===== src/rtl/instr_encoder_loader.sv =====
// instr_encoder_loader: builds MIPS words from field requests
// and streams them into instruction memory one word per two cycles.
module instr_encoder_loader #(
  parameter int ADDR_W = 8
) (
  input  logic              clk,
  input  logic              reset,
  input  logic              in_valid,
  output logic              in_ready,
  input  logic [3:0]        op_kind,
  input  logic [4:0]        rs,
  input  logic [4:0]        rt,
  input  logic [4:0]        rd,
  input  logic [4:0]        shamt,
  input  logic [5:0]        funct,
  input  logic [15:0]       imm,
  input  logic [25:0]       target,
  input  logic              finish,
  input  logic              clear,
  output logic              mem_we,
  output logic [ADDR_W-1:0] mem_addr,
  output logic [31:0]       mem_wdata,
  output logic [ADDR_W:0]   count,
  output logic              full,
  output logic              done,
  output logic              err_illegal
);

  typedef enum logic [1:0] {
    ACCEPT,
    WRITE,
    FULL,
    DONE
  } state_t;

  localparam logic [ADDR_W:0] LastCount = {1'b0, {ADDR_W{1'b1}}};

  state_t      state;
  logic        finishPending;
  logic        legal;
  logic        handshake;
  logic [31:0] word;

  assign in_ready  = (state == ACCEPT);
  assign handshake = in_valid & in_ready;

  always_comb begin
    legal = 1'b1;
    word  = '0;
    case (op_kind)
      4'd0:    word = {6'b000000, rs, rt, rd, shamt, funct};
      4'd1:    word = {6'b001000, rs, rt, imm};
      4'd2:    word = {6'b001100, rs, rt, imm};
      4'd3:    word = {6'b001101, rs, rt, imm};
      4'd4:    word = {6'b001010, rs, rt, imm};
      4'd5:    word = {6'b000100, rs, rt, imm};
      4'd6:    word = {6'b000101, rs, rt, imm};
      4'd7:    word = {6'b000010, target};
      4'd8:    word = {6'b000011, target};
      4'd9:    word = {6'b100011, rs, rt, imm};
      4'd10:   word = {6'b101011, rs, rt, imm};
      default: legal = 1'b0;
    endcase
  end

  always_ff @(posedge clk or posedge reset) begin
    if (reset) begin
      state         <= ACCEPT;
      finishPending <= 1'b0;
      mem_we        <= 1'b0;
      mem_addr      <= '0;
      mem_wdata     <= '0;
      count         <= '0;
      full          <= 1'b0;
      done          <= 1'b0;
      err_illegal   <= 1'b0;
    end else begin
      mem_we <= 1'b0;
      case (state)
        ACCEPT: begin
          if (handshake && legal) begin
            mem_we        <= 1'b1;
            mem_addr      <= count[ADDR_W-1:0];
            mem_wdata     <= word;
            finishPending <= finish;
            state         <= WRITE;
          end else begin
            if (handshake) err_illegal <= 1'b1;
            if (finish) begin
              done  <= 1'b1;
              state <= DONE;
            end
          end
        end
        WRITE: begin
          count         <= count + 1'b1;
          finishPending <= 1'b0;
          // the last slot wins over a pending finish: memory is full
          if (count == LastCount) begin
            full  <= 1'b1;
            state <= FULL;
          end else if (finishPending) begin
            done  <= 1'b1;
            state <= DONE;
          end else begin
            state <= ACCEPT;
          end
        end
        FULL: begin
          if (clear) begin
            count       <= '0;
            full        <= 1'b0;
            done        <= 1'b0;
            err_illegal <= 1'b0;
            state       <= ACCEPT;
          end else if (finish) begin
            done  <= 1'b1;
            state <= DONE;
          end
        end
        DONE: begin
          if (clear) begin
            count       <= '0;
            full        <= 1'b0;
            done        <= 1'b0;
            err_illegal <= 1'b0;
            state       <= ACCEPT;
          end
        end
        default: state <= ACCEPT;
      endcase
    end
  end

endmodule


===== config.mk =====
export PLATFORM = sky130hd
export DESIGN_NAME = instr_encoder_loader
export DESIGN_NICKNAME = d
export VERILOG_FILES = /design/src/rtl/instr_encoder_loader.sv
export SDC_FILE = /design/constraint.sdc
export NUM_CORES = 1
export LEC_CHECK = 0
export ABC_CLOCK_PERIOD_IN_PS = 2140
export BUFFER_PORTS_ARGS = -buffer_cell sky130_fd_sc_hd__buf_2
export CORE_ASPECT_RATIO = 0.75
export CORE_MARGIN = 2
export CORE_UTILIZATION = 45
export DETAILED_ROUTE_END_ITERATION = 10
export PLACE_DENSITY = 0.76
export REMOVE_ABC_BUFFERS = 1
export SYNTH_ARGS = -nofsm -noshare
export SYNTH_HDL_FRONTEND = slang
export SYNTH_SLANG_ARGS = --single-unit

===== constraint.sdc =====
create_clock -name clk -period 2.14 [get_ports clk]
set_input_delay 0.107 -clock clk [delete_from_list [all_inputs] [get_ports clk]]
set_output_delay 0.107 -clock clk [all_outputs]
set_load 0.1 [all_outputs]

**Yosys cells after proc, flatten, opt, wreduce, memory -nomap -nowiden**

Cells that the tools add are included.

- Input port bits: 77
- Output and inout bits: 54
- Logic and storage cells: 74
- Register bits after elaboration: 56

- Multiplexer cells: 27
- Equal/unequal tests: 22
- Add/sub/neg operators: 1
- Reduce and logical (&&, ||, !) cells: 14
- Bitwise operators: 1

Operator list:

| kind | count |
|---|---|
| case mux 32 bit (11 select lines) | 1 |
| case mux 9 bit (2 select lines) | 1 |
| == test 4 x 3 -> 1 bit, second input constant | 4 |
| 2-to-1 mux 1 bit | 13 |
| == test 4 bit, second input constant | 3 |
| 2-to-1 mux 2 bit | 6 |
| OR reduction 11 bit | 1 |
| inequality test 2 bit, second input constant | 5 |
| adder 9 x 1 -> 9 bit, second input constant | 1 |
| == test 9 x 8 -> 1 bit, second input constant | 1 |
| 2-to-1 mux 9 bit | 1 |
| == test 4 x 2 -> 1 bit, second input constant | 2 |
| case mux 2 bit (4 select lines) | 1 |
| AND reduction 4 bit | 2 |
| inequality test 2 x 1 -> 1 bit, second input constant | 3 |
| case mux 1 bit (2 select lines) | 3 |
| AND reduction 2 bit | 3 |
| nonzero test 2 bit | 3 |
| == test 2 bit, second input constant | 2 |
| == test 4 x 1 -> 1 bit, second input constant | 1 |
| zero test 4 bit | 1 |
| case mux 1 bit (4 select lines) | 1 |
| AND reduction 3 bit | 1 |
| == test 2 x 1 -> 1 bit, second input constant | 1 |
| 4 further kinds | 4 |

**Longest topological paths before layout**

Gate-level depths: netlist of run 1.

- Depth after elaboration: 6
- Mapped depth: 8
- Mapped depth without buffers: 8

**Worst setup path before layout of run 1**

Ideal clock, no wire load.

- Path kind: reg2reg
- Start: reg state[0]
- End: reg mem_wdata[28]
- Library setup time: 0.080 ns
- Data required time: 2.060 ns
- Cell stages (with the launch flop): 5
- Arrival: 2.359 ns
- Period minus slack after synthesis: 2.439 ns
- Buffers on the path: 0
- Slack: -0.299 ns
- Cells stage by stage: dfrtp_1 -> nor2_1 -> nand2_1 -> nor2_1 -> a2bb2oi_1

- Word-level cells in the longest chain between the ends: 4

Ends and longest elaborated chain:

| item | RTL line | text |
|---|---|---|
| start: declaration | 38 | `state_t state;` |
| start signal: assignment | 68 | `state <= ACCEPT;` |
| start signal: assignment | 86 | `state <= WRITE;` |
| start signal: assignment | 91 | `state <= DONE;` |
| zero test 2 bit (*) | 44 | `assign in_ready = (state == ACCEPT);` |
| via in_ready | 9 | `output logic in_ready,` |
| AND 1 bit | 45 | `assign handshake = in_valid & in_ready;` |
| logical AND 1 bit | 81 | `if (handshake && legal) begin` |
| AND reduction 2 bit (no line) (*) | -- |  |
| end signal: assignment | 84 | `mem_wdata <= word;` |
| end: declaration | 22 | `output logic [31:0] mem_wdata,` |

The timed path passes the listed nets; every way through them passes the cells marked *.
A chain may end at the register's enable or synchronous reset.

**Worst setup path in the final report of run 1**

- Start: reg state[0]
- End: reg mem_addr[1]

- Word-level cells in the longest chain between the ends: 4

Ends and longest elaborated chain:

| item | RTL line | text |
|---|---|---|
| zero test 2 bit (*) | 44, 79 |  |
| AND 1 bit | 45 |  |
| logical AND 1 bit | 81 |  |
| AND reduction 2 bit (no line) (*) | -- |  |
| end signal: assignment | 83 | `mem_addr <= count[ADDR_W-1:0];` |
| end: declaration | 21 | `output logic [ADDR_W-1:0] mem_addr,` |

Mark *: on every way between the ends. The rest lies on a longest branch, timed or not.

==> flow_metrics.tcl, run 1 <==
set metrics [dict create \
    status "complete, no violations" \
    critPathKind "reg -> reg" \
    period_needed_ps 1780 \
    critPathCaptureType "flip-flop" \
    syn_inst 380 \
    hold_violations 0 \
    min-delay-start "rt[4]" \
    synth_area_leaders "dfrtp_1 40%, mux2_2 7.9%, a31oi_1 6.6%" \
    routed_via_density 5.47 \
    synthToLayoutAreaGrowth_pct 23.5 \
    grt_pass1_vias 3136 \
    seq_area_frac_synth 0.402 \
    die_x_um 105 \
    fin_util 0.574 \
    antenna_found_initial 0 \
    setup_viol 0 \
    wl_met3_um 715 \
    final_cell_area_sq_um 4230 \
    diodes 0 \
    r2r-start "state[0]" \
    grt_usage 0.217 \
    place_inst 586 \
    cts_tree "done" \
    slew_viol_final 0 \
    hold_class "in -> reg" \
    place_area_sq_um 4080 \
    setup-tns-final_ps 0 \
    grt_setup_unrepaired "false" \
    overflow 0 \
    gp_congestion 0.812 \
    drt_iter0_drc 113 \
    fmax_ghz 0.562 \
    min_period_over_period 0.832 \
    yosysTopAreaCell "dfrtp_1" \
    start_kind "flip-flop" \
    coreArea_sq_um 7360 \
    cap_viol_max_count 0 \
    ys_ff_latch 55 \
    clk_latency_ps 320 \
    post_cts_buffers 0 \
    wl_met1_um 4040 \
    synth_common_cells "58 x nor2_1, 55 x dfrtp_1, 36 x a31oi_1" \
    clock_sinks 55 \
    syn-mean-instance-area_sq_um 9.02 \
    nets 572 \
    wl_per_cell_um 15.1 \
    syn_area_sq_um 3430 \
    synth-edff-count 0 \
    max_slew_margin 0.507 \
    synth.most_common_cell "nor2_1" \
    n_fill_cell 686 \
    io_pins 131 \
    p_leak_nw 1.93 \
    yosys_warnings 0 \
    cp.arrival_ps 1980 \
    tightest_slew_ps 740 \
    cts_buffers 5 \
    dpl.hpwl_um 6460 \
    die_h_um 79.6 \
    yosysUniqueCellTypes 43 \
    synth_flop_cell "dfrtp_1" \
    grt_max_degree 56 \
    initial_core_util 0.465 \
    fin_skew_ps 8.74 \
    topRoutingLayerUsed "met4" \
    async_reset_ff_frac 1.00 \
    io_buffers 129 \
    met2_length_um 4160 \
    ff_latch_area_sq_um 1380 \
    synth_top_area_share 0.402 \
    dr_total_vias 3255 \
    layout-drive-gt1-share 0.356 \
    layoutNonFillerInstCount 595 \
    multi_input_area_sq_um 1820 \
    first_pass_iters 4 \
    ant_nets 0 \
    drt_wl_total_um 9010 \
    total_power_mw 7.05 \
    powerDensity_nw_per_um2 1670 \
    critical_path.startpoint "state[0]" \
    clock_path_buffers 2 \
    irDropWorstVdd_mv 1.01 \
    cts_max_level 2 \
    drc 0 \
    die_area_sq_um 8330 \
    cts-root-buf "clkbuf_8" \
    grt_pass1_wl_um 14700 \
    placement_rows 27 \
    path_max_fanout 18 \
    cp.required_ps 2340 \
    clk_pin_slew_worst_paths_ps 100 \
]
-- state kept, by name, summed over array words and instances (netlist names) --
name and cells:
mem_we 1, done 1, full 1, err_illegal 1
state 2, count 9, finishPending 1, mem_wdata 31
mem_addr 8
-- worst max-delay path, stage by stage (launching register included) --
cell and delay, ps:
dfrtp_1 470, nor3b_4 300, a21boi_4 260, buf_4 270, mux2_2 370
-- report_power, final --
part | leakage [nW] | internal [mW] | switching, mW | total, mW
logic | 1.19 | 0.796 | 3.70 | 4.50
clock network | 0.0644 | 0.467 | 0.356 | 0.823
registers | 0.670 | 1.45 | 0.281 | 1.73
-- through the flow --
step                      hold WS (ps)  worst slack, ps
after detailed placement           184              354
after CTS                         56.9              338
final                             65.5              359
after floorplan                    242             -299
after global placement             180              396
after global routing              83.8              271
-- cell usage in the layout, fill, tap and decap left out, types with 2 or more instances in the layout --
cell / synthesis / final
a21oi_1: 23 / 23
a22o_1: 2 / 2
a2bb2oi_1: 12 / 12
a311o_1: 16 / 16
a31oi_1: 36 / 36
and2_1: 3 / 3
buf_12: 0 / 2
buf_2: 14 / 129
buf_4: 8 / 8
bufinv_16: 0 / 2
clkbuf_8: 0 / 5
dfrtp_1: 55 / 55
ha_1: 2 / 2
inv_1: 4 / 3
mux2_2: 24 / 24
mux2i_1: 2 / 2
nand2_1: 26 / 26
nand2b_1: 19 / 19
nand3_1: 2 / 2
nand4_1: 3 / 3
nor2_1: 58 / 58
nor2b_1: 14 / 14
o21a_1: 2 / 2
o21ai_0: 20 / 20
o221ai_1: 2 / 2
o22ai_1: 2 / 2
xor2_1: 3 / 3
-- repair_timing --
action,CTS,global route
hold buffers,1,0
endpoints found under the hold margin,55,0
resized for setup,0,0
-- cell type report --
type                    count  area share
clock buffers               5      0.0163
clock inverters             3      0.0160
inverters                   4     0.00355
multi-input cells         287       0.430
flip-flops and latches     55       0.325
well taps                 101      0.0299
repair buffers            140       0.179
-- worst paths after layout --
kind                                 endpoint  slack [ps]  cells past startpoint
worst min register to register           done         490                      1
worst max-delay path              mem_addr[1]         360                      4
min in group asynchronous        mem_wdata[3]         370                      4
max in group asynchronous       mem_wdata[21]        1520                      4
worst min-delay path            mem_wdata[20]          70                      3
worst max register to register    mem_addr[1]         360                      4
-- cells by family after synthesis --
family                     share of synthesized area
DFF                                            0.402
and+or+nand+nor                                0.185
xor gates and xnor gates                      0.0102
muxes                                         0.0847
buffers and inverters                         0.0668
other                                        0.00109
adders and majority gates                    0.00730
AOI/OAI and AO/OA                              0.243
-- routing by layer --
metal | up-vias | global-route usage
li1 | 1595 | -
met3 | 11 | 0.0531
met2 | 127 | 0.368
met4 | 0 | 0.0533
met1 | 1522 | 0.283
met5 | - | 0
Note: power is estimated with default switching activity, not from simulation.
==> inputs of run 2 (changes only) <==
--- a/config.mk
+++ b/config.mk
@@ -5,13 +5,14 @@
 export SDC_FILE = /design/constraint.sdc
 export NUM_CORES = 1
 export LEC_CHECK = 0
-export ABC_CLOCK_PERIOD_IN_PS = 2140
+export ABC_AREA = 1
+export ABC_CLOCK_PERIOD_IN_PS = 1500
 export BUFFER_PORTS_ARGS = -buffer_cell sky130_fd_sc_hd__buf_2
 export CORE_ASPECT_RATIO = 0.75
 export CORE_MARGIN = 2
-export CORE_UTILIZATION = 45
+export CORE_UTILIZATION = 43
 export DETAILED_ROUTE_END_ITERATION = 10
-export PLACE_DENSITY = 0.76
+export PLACE_DENSITY = 0.79
 export REMOVE_ABC_BUFFERS = 1
 export SYNTH_ARGS = -nofsm -noshare
 export SYNTH_HDL_FRONTEND = slang
==> constraint.sdc (replaced) <==
create_clock -name clk -period 1.5 [get_ports clk]
set_input_delay 0.075 -clock clk [delete_from_list [all_inputs] [get_ports clk]]
set_output_delay 0.075 -clock clk [all_outputs]
set_load 0.1 [all_outputs]
==> run 2 against run 1 <==
The run now ends with setup timing left. Clock-buffer cell count rose by 2. Combinational power is 60% higher. Final area up 5.5%. Non-clock buffer count increased by 32. Clock power grew 11%. Global-route usage is 0.77 points higher. Area after synthesis is 16% lower. Sequential cell count unchanged. Core utilization grew 12 points. Total power up 49%. Critical path type unchanged. Critical endpoint is now mem_wdata[15]. Largest power group unchanged. Highest routed layer unchanged.
==> flow_metrics.tcl, run 2 <==
set metrics [dict create \
    status "complete, but fails checks" \
    violations "setup timing" \
    irDropWorstVdd_mv 1.09 \
    p_leak_nw 2.20 \
    synth_common_cells "76 x nand2_1, 55 x dfrtp_1, 55 x nor2_1" \
    synth_compound_area_frac 0.177 \
    hold_violations 0 \
    wl_per_cell_um 15.4 \
    io_pins 131 \
    layout-drive-gt1-share 0.452 \
    setup_viol 17 \
    path_max_fanout 8 \
    min_period_over_period 1.04 \
    die_area_sq_um 7370 \
    nets 616 \
    synthAdderAreaFrac 0.00869 \
    placement_rows 25 \
    ys_ff_latch 55 \
    layoutNonFillerInstCount 619 \
    die_x_um 98.5 \
    fmax_ghz 0.644 \
    cts_tree "done" \
    r2r_cells 8 \
    grt_setup_unrepaired "true" \
    yosysUniqueCellTypes 26 \
    synth-edff-count 0 \
    initial_core_util 0.451 \
    diodes 0 \
    powerDensity_nw_per_um2 2350 \
    drc 0 \
    cp.required_ps 1690 \
    min-delay-start "imm[2]" \
    clock_sinks 55 \
    cp.arrival_ps 1750 \
    synth.most_common_cell "nand2_1" \
    cts_buffers 5 \
    synth_top_family_by_area "simple AND/OR/NAND/NOR gates" \
    timing.rr.end "mem_wdata[15]" \
    synth_simple_gate_area_frac 0.265 \
    synth_top_area_share 0.478 \
    syn_area_sq_um 2880 \
    synthToLayoutAreaGrowth_pct 55.0 \
    synth_flop_cell "dfrtp_1" \
    drt_wl_total_um 9560 \
    synth.area.mux_share 0 \
    cts_max_level 2 \
    final_common_cell "buf_2" \
    gp_congestion 0.860 \
    yosys_warnings 0 \
    cts-root-buf "clkbuf_8" \
    synth_area_leaders "dfrtp_1 48%, nand2_1 9.9%, a21oi_1 7.3%" \
    rrSetupSlack_ps -50 \
    ant_nets 0 \
    seq_area_frac_synth 0.478 \
    routed_via_density 5.32 \
    period_needed_ps 1550 \
    slew_viol_final 0 \
    grt_max_degree 56 \
    max_slew_margin 0.496 \
    grt_pass1_vias 2990 \
    yosysTopAreaCell "dfrtp_1" \
    first_pass_iters 5 \
    tightest_slew_ps 754 \
    synth_xor_area_frac 0 \
    finalWorstSetupSlack_ps -53.0 \
    clock_path_buffers 2 \
    syn_inst 374 \
    grt_pass1_wl_um 13500 \
    hold_end "mem_wdata[2]" \
    largest_reg_flops 31 \
    drt_iter0_drc 229 \
    final_cell_area_sq_um 4460 \
    syn-mean-instance-area_sq_um 7.70 \
    coreArea_sq_um 6380 \
    holdPathStages 3 \
    critPathCaptureType "flip-flop" \
    async_reset_ff_frac 1.00 \
    fin_util 0.699 \
    grt_usage 0.225 \
    fin_skew_ps 12.6 \
    place_inst 587 \
    antenna_found_initial 0 \
    dpl.hpwl_um 6130 \
    hold_class "in -> reg" \
    place_area_sq_um 3710 \
    io_buffers 129 \
    start_kind "flip-flop" \
    die_h_um 74.9 \
    cap_viol_max_count 0 \
    regMostFlops "mem_wdata" \
    critPathKind "reg -> reg" \
    clk_pin_slew_worst_paths_ps 110 \
    largestRegisters "mem_wdata x31, count x9, mem_addr x8" \
    final_cell_mix "128 x buf_2, 74 x nand2_1, 55 x dfrtp_1" \
    dr_total_vias 3291 \
    clk_latency_ps 310 \
    r2r-start "state[0]" \
    overflow 0 \
]
==> run 2: cell count changes after synthesis, moves of 6 or more <==
cell	change
buf_2	-7
nand2_1	+50
a21boi_0	+15
inv_1	+22
nand2b_1	-19
o21ai_1	+8
o21ai_0	-6
nand3_1	+37
a21oi_1	+19
a31oi_1	-36
a2bb2oi_1	-12
a311o_1	-16
nor2b_1	-14
mux2_2	-24
==> run 2: kinds of logic after synthesis <==
| group | count (synthesis) |
|---|---|
| simple gates | 181 |
| compound gates | 90 |
| flops | 55 |
| buf+inv | 45 |
| fa+ha+maj | 2 |
| other cells | 1 |
==> run 2: final cells by class <==
type                       instances  area [sq um]
tap                               81           101
clock inverter                     1          7.51
sequential                        55          1380
clock buffer                       7          96.3
inverter                          29           121
multi-input combinational        274          1600
fill                             507          1920
timing repair buffer             172          1160
==> run 2: how the worst max path moves through the flow <==
stage / start / end / slack, ps / cells past startpoint
finish: state[0] / mem_wdata[15] / -50 / 8
global route: count[0] / done / -130 / 11
CTS: count[1] / state[0] / -140 / 11
detailed placement: count[0] / state[0] / -240 / 11
global placement: count[0] / state[0] / -160 / 11
floorplan: state[0] / mem_wdata[0] / -1440 / 7
==> run 2: timing repair <==
action | CTS | global route
pin swaps | 9 | 46
gates cloned | 0 | 5
endpoints found under the hold margin | 63 | 1
resized for setup | 12 | 74
setup buffers | 6 | 3
hold buffers | 9 | 1
endpoints found under the setup margin | 30 | 34
==> run 2: where the power goes <==
part,internal [mW],switching (mW)
sequential,2.06,0.347
clock,0.421,0.492
combinational,1.48,5.71
==> run 2: critical path, cell delays in order (launching register included) <==
cell,delay [ps]
dfrtp_1,440
nor2_4,140
inv_2,60
nor2_4,230
buf_12,150
buf_12,130
nand3_2,80
nor2_2,120
a21oi_1,80
==> run 2: stage by stage <==
step / hold WS, ps / worst slack, ps / setup TNS, ps / power, mW
global placement: 150 / -155 / -303 / 8.83
CTS: 0.295 / -138 / -349 / 9.92
global route: -1.46 / -133 / -1880 / 11.0
floorplan: 214 / -1440 / -64000 / 7.61
detailed placement: 156 / -235 / -1180 / 8.93
finish: 7.40 / -53.0 / -536 / 10.5
==> run 2: metal layers <==
metal,vias to the layer above,track usage,wire (um)
met5,-,0,0
met4,0,0.0731,210
met3,27,0.0427,647
met2,156,0.368,4610
met1,1547,0.310,4090
li1,1561,-,-
==> inputs of run 3 (changes only) <==
--- a/config.mk
+++ b/config.mk
@@ -12,6 +12,7 @@
 export CORE_MARGIN = 2
 export CORE_UTILIZATION = 43
 export DETAILED_ROUTE_END_ITERATION = 10
+export MAX_ROUTING_LAYER = met4
 export PLACE_DENSITY = 0.79
 export REMOVE_ABC_BUFFERS = 1
 export SYNTH_ARGS = -nofsm -noshare
==> run 3 against run 2 <==
The flow still finishes with violations (setup timing). Sequential share of layout area fell by 0.45 points. Register-to-register slack is essentially flat. Global-route usage up 0.72 points. Clock-buffer cell count unchanged. Final cell count rose by 0.16%. Via count up 1.4%. Sequential power about the same. Final area increased by 1.5%. Total power increased by 1.0%. Critical path depth is the same. Sequential cell count unchanged. Critical path type unchanged. Critical endpoint is now mem_wdata[10]. Largest power group unchanged. Highest routed layer unchanged.
==> flow_metrics.tcl, run 3 (synthesis results as in run 2) <==
set metrics [dict create \
    wl_per_cell_um 15.7 \
    setup_viol 19 \
    die_h_um 74.9 \
    final_common_cell "buf_2" \
    period_needed_ps 1560 \
    setup-tns-final_ps -584 \
    critPathKind "reg -> reg" \
    holdPathStages 3 \
    min-delay-start "imm[5]" \
    slew_viol_final 0 \
    antenna_found_initial 0 \
    die_area_sq_um 7370 \
    cp.required_ps 1700 \
    critical_path.startpoint "state[0]" \
    nets 617 \
    powerDensity_nw_per_um2 2340 \
    dpl.hpwl_um 6130 \
    cts-root-buf "clkbuf_8" \
    grt_pass1_vias 2995 \
    largestRegisters "mem_wdata x31, count x9, mem_addr x8" \
    clk_pin_slew_worst_paths_ps 100 \
    drt_iter0_drc 229 \
    grt_pass1_wl_um 13500 \
    routed_via_density 5.38 \
    path_max_fanout 8 \
    dr_total_vias 3338 \
    hold_violations 0 \
    placement_rows 25 \
    regMostFlops "mem_wdata" \
    io_buffers 129 \
    violations "setup timing" \
    die_x_um 98.5 \
    min_period_over_period 1.04 \
    irDropWorstVdd_mv 1.08 \
    tightest_slew_ps 731 \
    cp.arrival_ps 1760 \
    first_pass_iters 5 \
    r2r_cells 8 \
    max_slew_margin 0.511 \
    clock_sinks 55 \
    clk_latency_ps 310 \
    grt_usage 0.232 \
    cts_buffers 5 \
    total_power_mw 10.6 \
    synthToLayoutAreaGrowth_pct 57.3 \
    initial_core_util 0.451 \
    r2r-start "state[0]" \
    p_leak_nw 2.22 \
    coreArea_sq_um 6380 \
    layout-drive-gt1-share 0.462 \
    overflow 0 \
    start_kind "flip-flop" \
    io_pins 131 \
    fmax_ghz 0.642 \
    drt_wl_total_um 9760 \
    gp_congestion 0.874 \
    cts_max_level 2 \
    largest_reg_flops 31 \
    diodes 0 \
    hold_class "in -> reg" \
    cts_tree "done" \
    clock_path_buffers 2 \
    ant_nets 0 \
    finalWorstSetupSlack_ps -57.5 \
    grt_max_degree 56 \
    fin_skew_ps 11.3 \
    status "complete, but fails checks" \
    drc 0 \
    cap_viol_max_count 0 \
    final_cell_mix "128 x buf_2, 74 x nand2_1, 55 x dfrtp_1" \
    grt_setup_unrepaired "true" \
    critPathCaptureType "flip-flop" \
]
==> run 3: cell count changes in the layout (fill, tap and decap cells not counted) <==
cell,previous run,this run
nor2_4,5,9
nor2_1,40,37
a21oi_1,24,22
a21oi_2,15,17
nand3_2,16,14
nand3_4,2,4
buf_12,5,6
buf_6,0,1
buf_8,2,1
nor2_2,15,14
==> run 3: through the flow <==
step                      cells  setup slack (ps)  area (sq um)  hold WS, ps   util
after floorplan             358             -1440          2790          214      -
after global placement      587              -155          3710          150  0.582
after detailed placement    587              -235          3710          156  0.582
after CTS                   610              -138          3990        0.295  0.625
after global routing        620              -133          4530         2.54  0.710
final                       620             -57.5          4530         8.17  0.710
==> run 3: final cells by class <==
type / instances / area [sq um]
Fill cell: 493 / 1850
Sequential cell: 55 / 1380
Timing Repair Buffer: 173 / 1180
Clock inverter: 1 / 7.51
Multi-Input combinational cell: 274 / 1650
Inverter: 29 / 121
Tap cell: 81 / 101
Clock buffer: 7 / 96.3
==> run 3: final timing paths <==
check	slack, ps	end
setup / recovery	-60	mem_wdata[10]
hold / removal	8	mem_wdata[5]
setup reg to reg	-60	mem_wdata[10]
hold reg to reg	490	mem_wdata[31]
max in group asynchronous	890	mem_addr[5]
min in group asynchronous	350	mem_addr[0]
==> run 3: per-layer routing <==
metal	track usage	up-vias	wire, um
met5	-	-	0
met4	0.0731	0	316
met3	0.0427	41	660
met2	0.369	179	4720
met1	0.308	1554	4070
li1	-	1564	-
==> run 3: worst max-delay path, stage by stage, from the launching register on <==
cell       delay [ps]
dfrtp_1           440
nor2_4            140
inv_2              60
nor2_4            230
buf_12            150
clkbuf_16         160
nand3_2            70
nor2_1            120
a21oi_1            70
==> run 3: what timing repair did <==
action / CTS / global route
setup buffers: 6 / 3
gates cloned: 0 / 6
gates resized for setup: 12 / 86
pin swaps: 9 / 47
setup endpoints to repair: 30 / 34
hold endpoints to repair: 63 / 1
hold buffers: 9 / 1
==> run 3: where the power goes <==
| group | internal, mW | switching, mW | leakage (nW) | total (mW) |
|---|---|---|---|---|
| combinational | 1.53 | 5.74 | 1.48 | 7.27 |
| clock | 0.421 | 0.489 | 0.0505 | 0.910 |
| sequential | 2.06 | 0.367 | 0.685 | 2.43 |
| total | 4.02 | 6.60 | 2.22 | 10.6 |
